==> src/rtl/keypad_hex_entry.sv <==
// Keypad hex entry buffer: collects DIGITS left-justified nibbles from
// strobed 4x4 keypad presses and offers the committed value through valid/ack.
module keypad_hex_entry #(
  parameter int DIGITS      = 6,
  parameter int AUTO_COMMIT = 1
) (
  input  logic                          clk,
  input  logic                          reset,
  input  logic                          button_pressed,
  input  logic [1:0]                    row,
  input  logic [1:0]                    col,
  input  logic                          ack,
  output logic [4*DIGITS-1:0]           entry,
  output logic [$clog2(DIGITS+1)-1:0]   count,
  output logic [4*DIGITS-1:0]           value,
  output logic                          valid,
  output logic                          full,
  output logic                          key_rejected
);

  localparam int CW = $clog2(DIGITS+1);
  localparam logic [CW-1:0] ZERO  = '0;
  localparam logic [CW-1:0] ONE   = CW'(1);
  localparam logic [CW-1:0] LAST  = CW'(DIGITS-1);
  localparam logic [CW-1:0] FULLV = CW'(DIGITS);

  typedef enum logic [1:0] {
    IDLE,
    ENTRY,
    FULL,
    HOLD
  } state_t;

  state_t state;

  logic [3:0]          nib;
  logic                is_bs;
  logic                is_commit;
  logic                is_digit;
  logic [4*DIGITS-1:0] wr_entry;
  logic [4*DIGITS-1:0] bs_entry;

  always_comb begin
    nib = 4'h0;
    unique case ({row, col})
      4'h0: nib = 4'h1;
      4'h1: nib = 4'h2;
      4'h2: nib = 4'h3;
      4'h3: nib = 4'hA;
      4'h4: nib = 4'h4;
      4'h5: nib = 4'h5;
      4'h6: nib = 4'h6;
      4'h7: nib = 4'hB;
      4'h8: nib = 4'h7;
      4'h9: nib = 4'h8;
      4'hA: nib = 4'h9;
      4'hB: nib = 4'hC;
      4'hC: nib = 4'h0;
      4'hD: nib = 4'h0;
      4'hE: nib = 4'h0;
      4'hF: nib = 4'hD;
    endcase
  end

  assign is_bs     = ({row, col} == 4'hC);
  assign is_commit = ({row, col} == 4'hE);
  assign is_digit  = !is_bs && !is_commit;

  // New digit lands at DIGITS-1-count; backspace clears DIGITS-count.
  always_comb begin
    wr_entry = entry;
    bs_entry = entry;
    for (int i = 0; i < DIGITS; i++) begin
      if (i == DIGITS - 1 - int'(count))
        wr_entry[4*i +: 4] = nib;
      if (i == DIGITS - int'(count))
        bs_entry[4*i +: 4] = 4'h0;
    end
  end

  assign full = (count == FULLV);

  always_ff @(posedge clk) begin
    if (reset) begin
      state        <= IDLE;
      entry        <= '0;
      count        <= '0;
      value        <= '0;
      valid        <= 1'b0;
      key_rejected <= 1'b0;
    end else begin
      key_rejected <= 1'b0;
      unique case (state)
        IDLE, ENTRY, FULL: begin
          if (button_pressed) begin
            if (is_digit) begin
              if (count == FULLV) begin
                key_rejected <= 1'b1;
              end else begin
                entry <= wr_entry;
                count <= count + ONE;
                if (count == LAST) begin
                  if (AUTO_COMMIT != 0) begin
                    value <= wr_entry;
                    valid <= 1'b1;
                    state <= HOLD;
                  end else begin
                    state <= FULL;
                  end
                end else begin
                  state <= ENTRY;
                end
              end
            end else if (is_bs) begin
              if (count == ZERO) begin
                key_rejected <= 1'b1;
              end else begin
                entry <= bs_entry;
                count <= count - ONE;
                state <= (count == ONE) ? IDLE : ENTRY;
              end
            end else begin
              if (count == ZERO) begin
                key_rejected <= 1'b1;
              end else begin
                value <= entry;
                valid <= 1'b1;
                state <= HOLD;
              end
            end
          end
        end
        HOLD: begin
          if (button_pressed)
            key_rejected <= 1'b1;
          if (ack) begin
            valid <= 1'b0;
            entry <= '0;
            count <= '0;
            state <= IDLE;
          end
        end
      endcase
    end
  end

endmodule

==> config.mk <==
export PLATFORM = sky130hd
export DESIGN_NAME = keypad_hex_entry
export DESIGN_NICKNAME = d
export VERILOG_FILES = /design/src/rtl/keypad_hex_entry.sv
export SDC_FILE = /design/constraint.sdc
export NUM_CORES = 1
export LEC_CHECK = 0
export CAP_MARGIN = 20
export CORE_MARGIN = 4
export CORE_UTILIZATION = 51
export CTS_CLUSTER_DIAMETER = 60
export DETAILED_ROUTE_END_ITERATION = 10
export PLACE_DENSITY_LB_ADDON = 0.15
export SLEW_MARGIN = 20
export SYNTH_ARGS = -nofsm -noshare
export SYNTH_HDL_FRONTEND = slang
export SYNTH_SLANG_ARGS = --single-unit
export TNS_END_PERCENT = 30
==> constraint.sdc <==
create_clock -name clk -period 2.6 [get_ports clk]
set_clock_uncertainty 0.15 [all_clocks]
set_input_delay 0.26 -clock clk [delete_from_list [all_inputs] [get_ports clk]]
set_output_delay 0.26 -clock clk [all_outputs]
set_load 0.005 [all_outputs]
---- After elaboration in Yosys (flattened, before gate mapping) ----
Memories as Yosys holds them, arrays and structs flattened.
Cells that the tools add are included.
word-level totals
  bits in registers ....................... 55
  ROM bits ................................ 64
  logic and storage cells ................. 124
  memories ................................ 1
cells by class
  add/subtract/negate cells ............... 4
  equality and inequality tests ........... 35
  multiplexer cells ....................... 55
  reductions and logical operators ........ 18
memory list
  name              words  bits a word  read ports  clocked after memory_dff  wr ports  RTL line  text
  (name not given)  16     4            1           0                         0         45        unique case ({row, col})
operators by type and width
  cell                                                number
  two-way mux 24 bit                                  11
  logical NOT 32 bit                                  2
  two-way mux 4 bit                                   12
  one-hot mux 24 bit (2 select lines)                 1
  AND reduction 6 bit                                 8
  != test 3 bit, second input constant                11
  two-way mux 3 bit                                   6
  equality test 3 x 4 -> 1 bit, first input constant  4
  equality test 4 bit, first input constant           4
  two-way mux 2 bit                                   8
  two-way mux 1 bit                                   13
  equality test 2 x 4 -> 1 bit, first input constant  2
  equality test 4 bit, second input constant          2
  != test 2 bit, second input constant                4
  subtractor 3 x 3 -> 4 bit, first input constant     2
  equality test 3 bit, second input constant          2
  one-hot mux 3 bit (2 select lines)                  1
  AND reduction 5 bit                                 1
  equality test 2 bit, second input constant          2
  != test 2 x 1 -> 1 bit, second input constant       2
  one-hot mux 1 bit (2 select lines)                  2
  one-hot mux 2 bit (2 select lines)                  1
  AND reduction 4 bit                                 1
  adder 3 x 1 -> 3 bit, second input constant         1
  8 further kinds                                     9

---- Logic depth before layout (Yosys ltp) ----
Gate-level depths: netlist of the first run.
  depth after elaboration ................. 8
  mapped depth ............................ 9
  mapped depth without buffers ............ 8

---- Worst setup path after synthesis of the first run ----
OpenSTA, ideal clock, no wires.
  path type ............................... reg2reg
  from .................................... register count[1]
  to ...................................... register value[4]
  setup time .............................. 134 ps
  data arrival time ....................... 1938 ps
  path slack .............................. 378 ps
  stages on the path, launching flop included .. 9
  path buffers ............................ 2
  clock period less this slack ............ 2222 ps
  cell sequence ........................... dfxtp_1 > inv_1 > ha_1 > clkbuf_1 > and2_1 > and2_0 > clkbuf_1 > mux2i_1 > a211oi_1
between the ends
  longest elaborated chain between the ends .. 6
  elaborated cells on any way between the ends .. 13
  those cells by class .................... add/sub: 1; eq/ne: 6; mux: 4; reduce/logical: 2
ends and longest elaborated chain
  element                       RTL line  text
  start, declared               14        output logic [$clog2(DIGITS+1)-1:0] count,
  start signal, assigned        101       count <= count + ONE;
  start signal, assigned        119       count <= count - ONE;
  subtractor 3 x 3 -> 4 bit     74        if (i == DIGITS - 1 - int'(count))
  equality test 2 x 4 -> 1 bit  74
  two-way mux 4 bit             74
  two-way mux 24 bit            102       if (count == LAST) begin
  two-way mux 24 bit            97        if (count == FULLV) begin
  two-way mux 24 bit            96        if (is_digit) begin
  end signal, assigned          104       value <= wr_entry;
  end signal, assigned          126       value <= entry;
  end, declared                 15        output logic [4*DIGITS-1:0] value,
Parallel ways exist; a longest one is shown, timed or not. The select of a mux whose other input is x is not followed.
A chain may end at the register's enable or synchronous reset.

---- Worst setup path after layout of the first run ----
  from .................................... input port col[0]
  to ...................................... register entry[15]
between the ends
  longest elaborated chain between the ends .. 6
  elaborated cells on any way between the ends .. 16
  those cells by class .................... eq/ne: 6; mux: 5; reduce/logical: 4; memory: 1
ends and longest elaborated chain
  element                                                  RTL line  text
  start, declared                                          11        input logic [1:0] col,
  memory read (16 x 4 bit) (tied with other cells)         n/a
  two-way mux 4 bit or logical NOT 1 bit (tied branches)   74, 67
  two-way mux 24 bit or logical AND 1 bit (tied branches)  97, 67
  two-way mux 24 bit                                       96
  two-way mux 24 bit                                       95        if (button_pressed) begin
  one-hot mux 24 bit (2 select lines)                      93        unique case (state)
  end signal, assigned                                     100       entry <= wr_entry;
  end signal, assigned                                     118       entry <= bs_entry;
  end, declared                                            13        output logic [4*DIGITS-1:0] entry,
Parallel ways exist; a longest one is shown, timed or not. The select of a mux whose other input is x is not followed.

==> results of run 1 <==
[worst paths after layout]
check	start	end	slack [ns]	cells after the start
setup / recovery	col[0]	entry[15]	0.27	9
hold / removal	value[17]	value[17]	0.31	2
setup reg to reg	count[1]	entry[15]	0.34	8
hold reg to reg	value[17]	value[17]	0.31	2
[state kept, by name, indices dropped and copies added, names as in the netlist]
name	cells
key_rejected	1
entry	24
value	24
state	2
count	3
valid	1
[placed cells by master, fill, tap and decap left out, types with 9 or more instances in the layout]
cell	n
sky130_fd_sc_hd__clkdlybuf4s50_1	61
sky130_fd_sc_hd__dfxtp_1	55
sky130_fd_sc_hd__nand2_1	40
sky130_fd_sc_hd__nor2_1	31
sky130_fd_sc_hd__buf_4	29
sky130_fd_sc_hd__a21oi_1	24
sky130_fd_sc_hd__a211oi_1	17
sky130_fd_sc_hd__ha_1	17
sky130_fd_sc_hd__o2bb2ai_1	10
sky130_fd_sc_hd__mux2i_1	10
sky130_fd_sc_hd__nor3_1	9
[worst max-delay path, stage by stage]
cell                              delay (ns)
sky130_fd_sc_hd__clkdlybuf4s50_1        0.48
sky130_fd_sc_hd__inv_1                  0.08
sky130_fd_sc_hd__ha_1                   0.28
sky130_fd_sc_hd__and3_1                 0.19
sky130_fd_sc_hd__o221ai_1               0.43
sky130_fd_sc_hd__nand3_2                0.29
sky130_fd_sc_hd__buf_4                  0.23
sky130_fd_sc_hd__nand2_1                0.09
sky130_fd_sc_hd__a22o_1                 0.13
[area by class of cell]
| cell class | count | area, µm² |
|---|---|---|
| clock buffer | 5 | 68.8 |
| clock inverter | 3 | 27.5 |
| fill | 453 | 1660 |
| inverter | 7 | 26.3 |
| multi-input combinational | 250 | 1680 |
| sequential | 55 | 1100 |
| tap | 72 | 90.1 |
| timing repair buffer | 91 | 848 |
[report_power, final]
part,internal [W],total [W],switching [W]
clock network,0.000199,0.000513,0.000314
registers,0.000875,0.000898,0.0000227
logic,0.000204,0.000458,0.000254
[synth_stat cells, drive strengths merged]
master,count,area share
a21boi,2,0.0052
nor2b,3,0.0065
a211oi,18,0.048
o211a,1,0.0060
a31oi,2,0.0043
and2,7,0.015
a32oi,1,0.0030
xnor2,3,0.0091
inv,7,0.0091
dfxtp,55,0.38
a221oi,1,0.0030
a21oi,24,0.041
nand2,40,0.052
nor3,10,0.021
buf,7,0.016
and3b,1,0.0030
a211o,4,0.012
o21bai,1,0.0026
or3,1,0.0039
nand2b,5,0.011
a22o,4,0.012
ha,17,0.073
o221ai,3,0.0091
nor3b,1,0.0026
o21a,1,0.0026
a21o,7,0.018
nand3b,1,0.0026
a311oi,4,0.012
clkbuf,12,0.016
o211ai,9,0.025
or2,1,0.0022
nand3,9,0.017
mux2i,10,0.034
a32o,8,0.028
o2bb2ai,10,0.030
a41o,1,0.0034
o21ai,6,0.010
and3,1,0.0022
nor2,31,0.040
mux2,2,0.0078
[layer usage]
| metal | vias to the layer above | track usage | share of wire | wire length (µm) |
|---|---|---|---|---|
| li1 | 1375 | - | - | - |
| met5 | - | 0 | 0 | 0 |
| met4 | 0 | 0.0556 | 0.016 | 123 |
| met2 | 106 | 0.375 | 0.47 | 3690 |
| met3 | 17 | 0.0387 | 0.066 | 523 |
| met1 | 1320 | 0.300 | 0.45 | 3530 |
[logic make-up (layout without fill, tap and decap cells)]
kind of cell / after synthesis / count (layout) / synth area share
and+or+nand+nor: 111 / 111 / 0.179
xor gates and xnor gates: 3 / 3 / 0.00906
buffers and inverters: 26 / 106 / 0.0405
adders and majority gates: 17 / 17 / 0.0733
DFF: 55 / 55 / 0.379
AOI/OAI and AO/OA: 107 / 107 / 0.276
muxes: 12 / 12 / 0.0423
[per-stage QoR]
step / util / cell area [µm²] / power, W
after floorplan: - / 2900 / 0.00118
after CTS: 0.698 / 3840 / 0.00188
after global placement: 0.681 / 3750 / 0.00136
after global routing: 0.698 / 3840 / 0.00196
after detailed placement: 0.681 / 3750 / 0.00137
final: 0.698 / 3840 / 0.00187
==> impl_metrics.py, run 1 <==
metrics = {
    "grt": {
        "grt_pass1_vias": 2655,
        "antenna_found_initial": 0,
        "grt_start_max_net_pins": 32,
        "track_usage": 0.224,
        "grt_first_pass_wirelength_um": 12900,
        "grt-ovfl-total": 0,
    },
    "sta": {
        "setup_viol": 0,
        "hold_viol": 0,
        "final_critical_path_setup_slack_ns": 0.273,
        "timing.final.crit_share": 0.895,
        "rsz0062_at_grt": "no",
        "timing_limited_maximum_frequency_mhz": 430,
        "final-max-slew-violation-count": 0,
        "worstMarginPinSlew_ns": 0.491,
        "setup_tns_ns": 0,
        "hold_slack_ns": 0.312,
        "slew_headroom": 0.673,
        "period_minus_slack_ns": 2.33,
    },
    "status": {
        "outcome": "completed",
    },
    "final_layout": {
        "antenna_cells": 0,
        "layout.nets": 435,
        "finalNonFillerCells": 483,
        "syn2layout_area_growth_pct": 32.5,
        "final_layout_size_suffix_gt1_frac": 0.114,
    },
    "clock_network": {
        "cts_hold_repair.buffers": 0,
        "max-clock-path-buffers": 2,
        "clock_tree_from_tritoncts": "done",
        "htree_num_levels": 2,
        "cts_made_buffers": 5,
        "cts.sink_count": 55,
        "clockRootBuffer": "sky130_fd_sc_hd__clkbuf_8",
        "worst_skew_pair.late_latency_ns": 0.32,
        "postCtsSetupRepairBufs": 0,
        "cts_resized": 0,
        "clkTransAtPathRegs_ns": 0.12,
    },
    "synth": {
        "postSynthRegisterBits": 55,
        "synth-seq-area-share": 0.379,
        "ys_types": 47,
        "synth.net_count": 356,
        "yosys_warnings": 0,
        "synthesis.area_per_instance_um2": 8.77,
        "syn_inst": 331,
        "syn-cell-area_um2": 2900,
    },
    "critical_path": {
        "category_of_the_most_critical_setup_path": "input pin to flip-flop",
        "critical_path_peak_fanout": 7,
        "endpoint_kind_of_the_worst_setup_timing_path": "flip-flop",
        "critical_path.startpoint_type": "input pin",
        "arrival_ns": 2.45,
        "cp_data_required_time_ns": 2.73,
    },
    "floorplanning": {
        "full_die_area_um2": 6960,
        "coreArea_um2": 5510,
        "floorplan.initialDensity": 0.527,
        "pin_count": 62,
        "die_height_um": 83.4,
        "die-width_um": 83.4,
        "core.rowCount": 27,
    },
    "place": {
        "place_worst_setup_slack_ns": -0.0291,
        "place.detailed.hpwl_um": 5810,
        "routabilityCongestion": 0.932,
        "dp_cells": 475,
        "numPortBuffers": 61,
    },
    "power_and_ir_drop": {
        "vdd_ir_drop_max_mv": 0.328,
        "power.leakage_nw": 1.43,
        "power-per-cell-area_nw_per_um2": 486,
    },
    "detailed_routing": {
        "first_iter_violations": 229,
        "route.detailed.drc": 0,
        "count_of_antenna_violating_nets_left_after_detailed_routing": 0,
        "wirelength_um": 7870,
        "drt_first_pass_iters": 6,
        "drt-wirelength-per-cell_um": 16.3,
        "mean_number_of_vias_per_cell": 5.83,
        "num_vias": 2818,
    },
    "run": {
        "timing.max_cap.violations": 0,
    },
    "hold_path": {
        "hp-class": "flip-flop to flip-flop",
    },
}
Note: power is estimated with default switching activity, not from simulation.
==> inputs of run 2 (changes only) <==
--- a/config.mk
+++ b/config.mk
@@ -9,6 +9,7 @@
 export CORE_MARGIN = 4
 export CORE_UTILIZATION = 51
 export CTS_CLUSTER_DIAMETER = 60
+export CTS_CLUSTER_SIZE = 16
 export DETAILED_ROUTE_END_ITERATION = 10
 export PLACE_DENSITY_LB_ADDON = 0.15
 export SLEW_MARGIN = 20
==> results of run 2 <==
Same layout as run 1: the final DEF is identical, and so are final timing and power.
==> inputs of run 3 (changes only) <==
--- a/config.mk
+++ b/config.mk
@@ -12,6 +12,7 @@
 export CTS_CLUSTER_SIZE = 16
 export DETAILED_ROUTE_END_ITERATION = 10
 export PLACE_DENSITY_LB_ADDON = 0.15
+export SKIP_LAST_GASP = 1
 export SLEW_MARGIN = 20
 export SYNTH_ARGS = -nofsm -noshare
 export SYNTH_HDL_FRONTEND = slang
==> results of run 3 <==
Same layout as run 1: the final DEF is identical, and so are final timing and power.
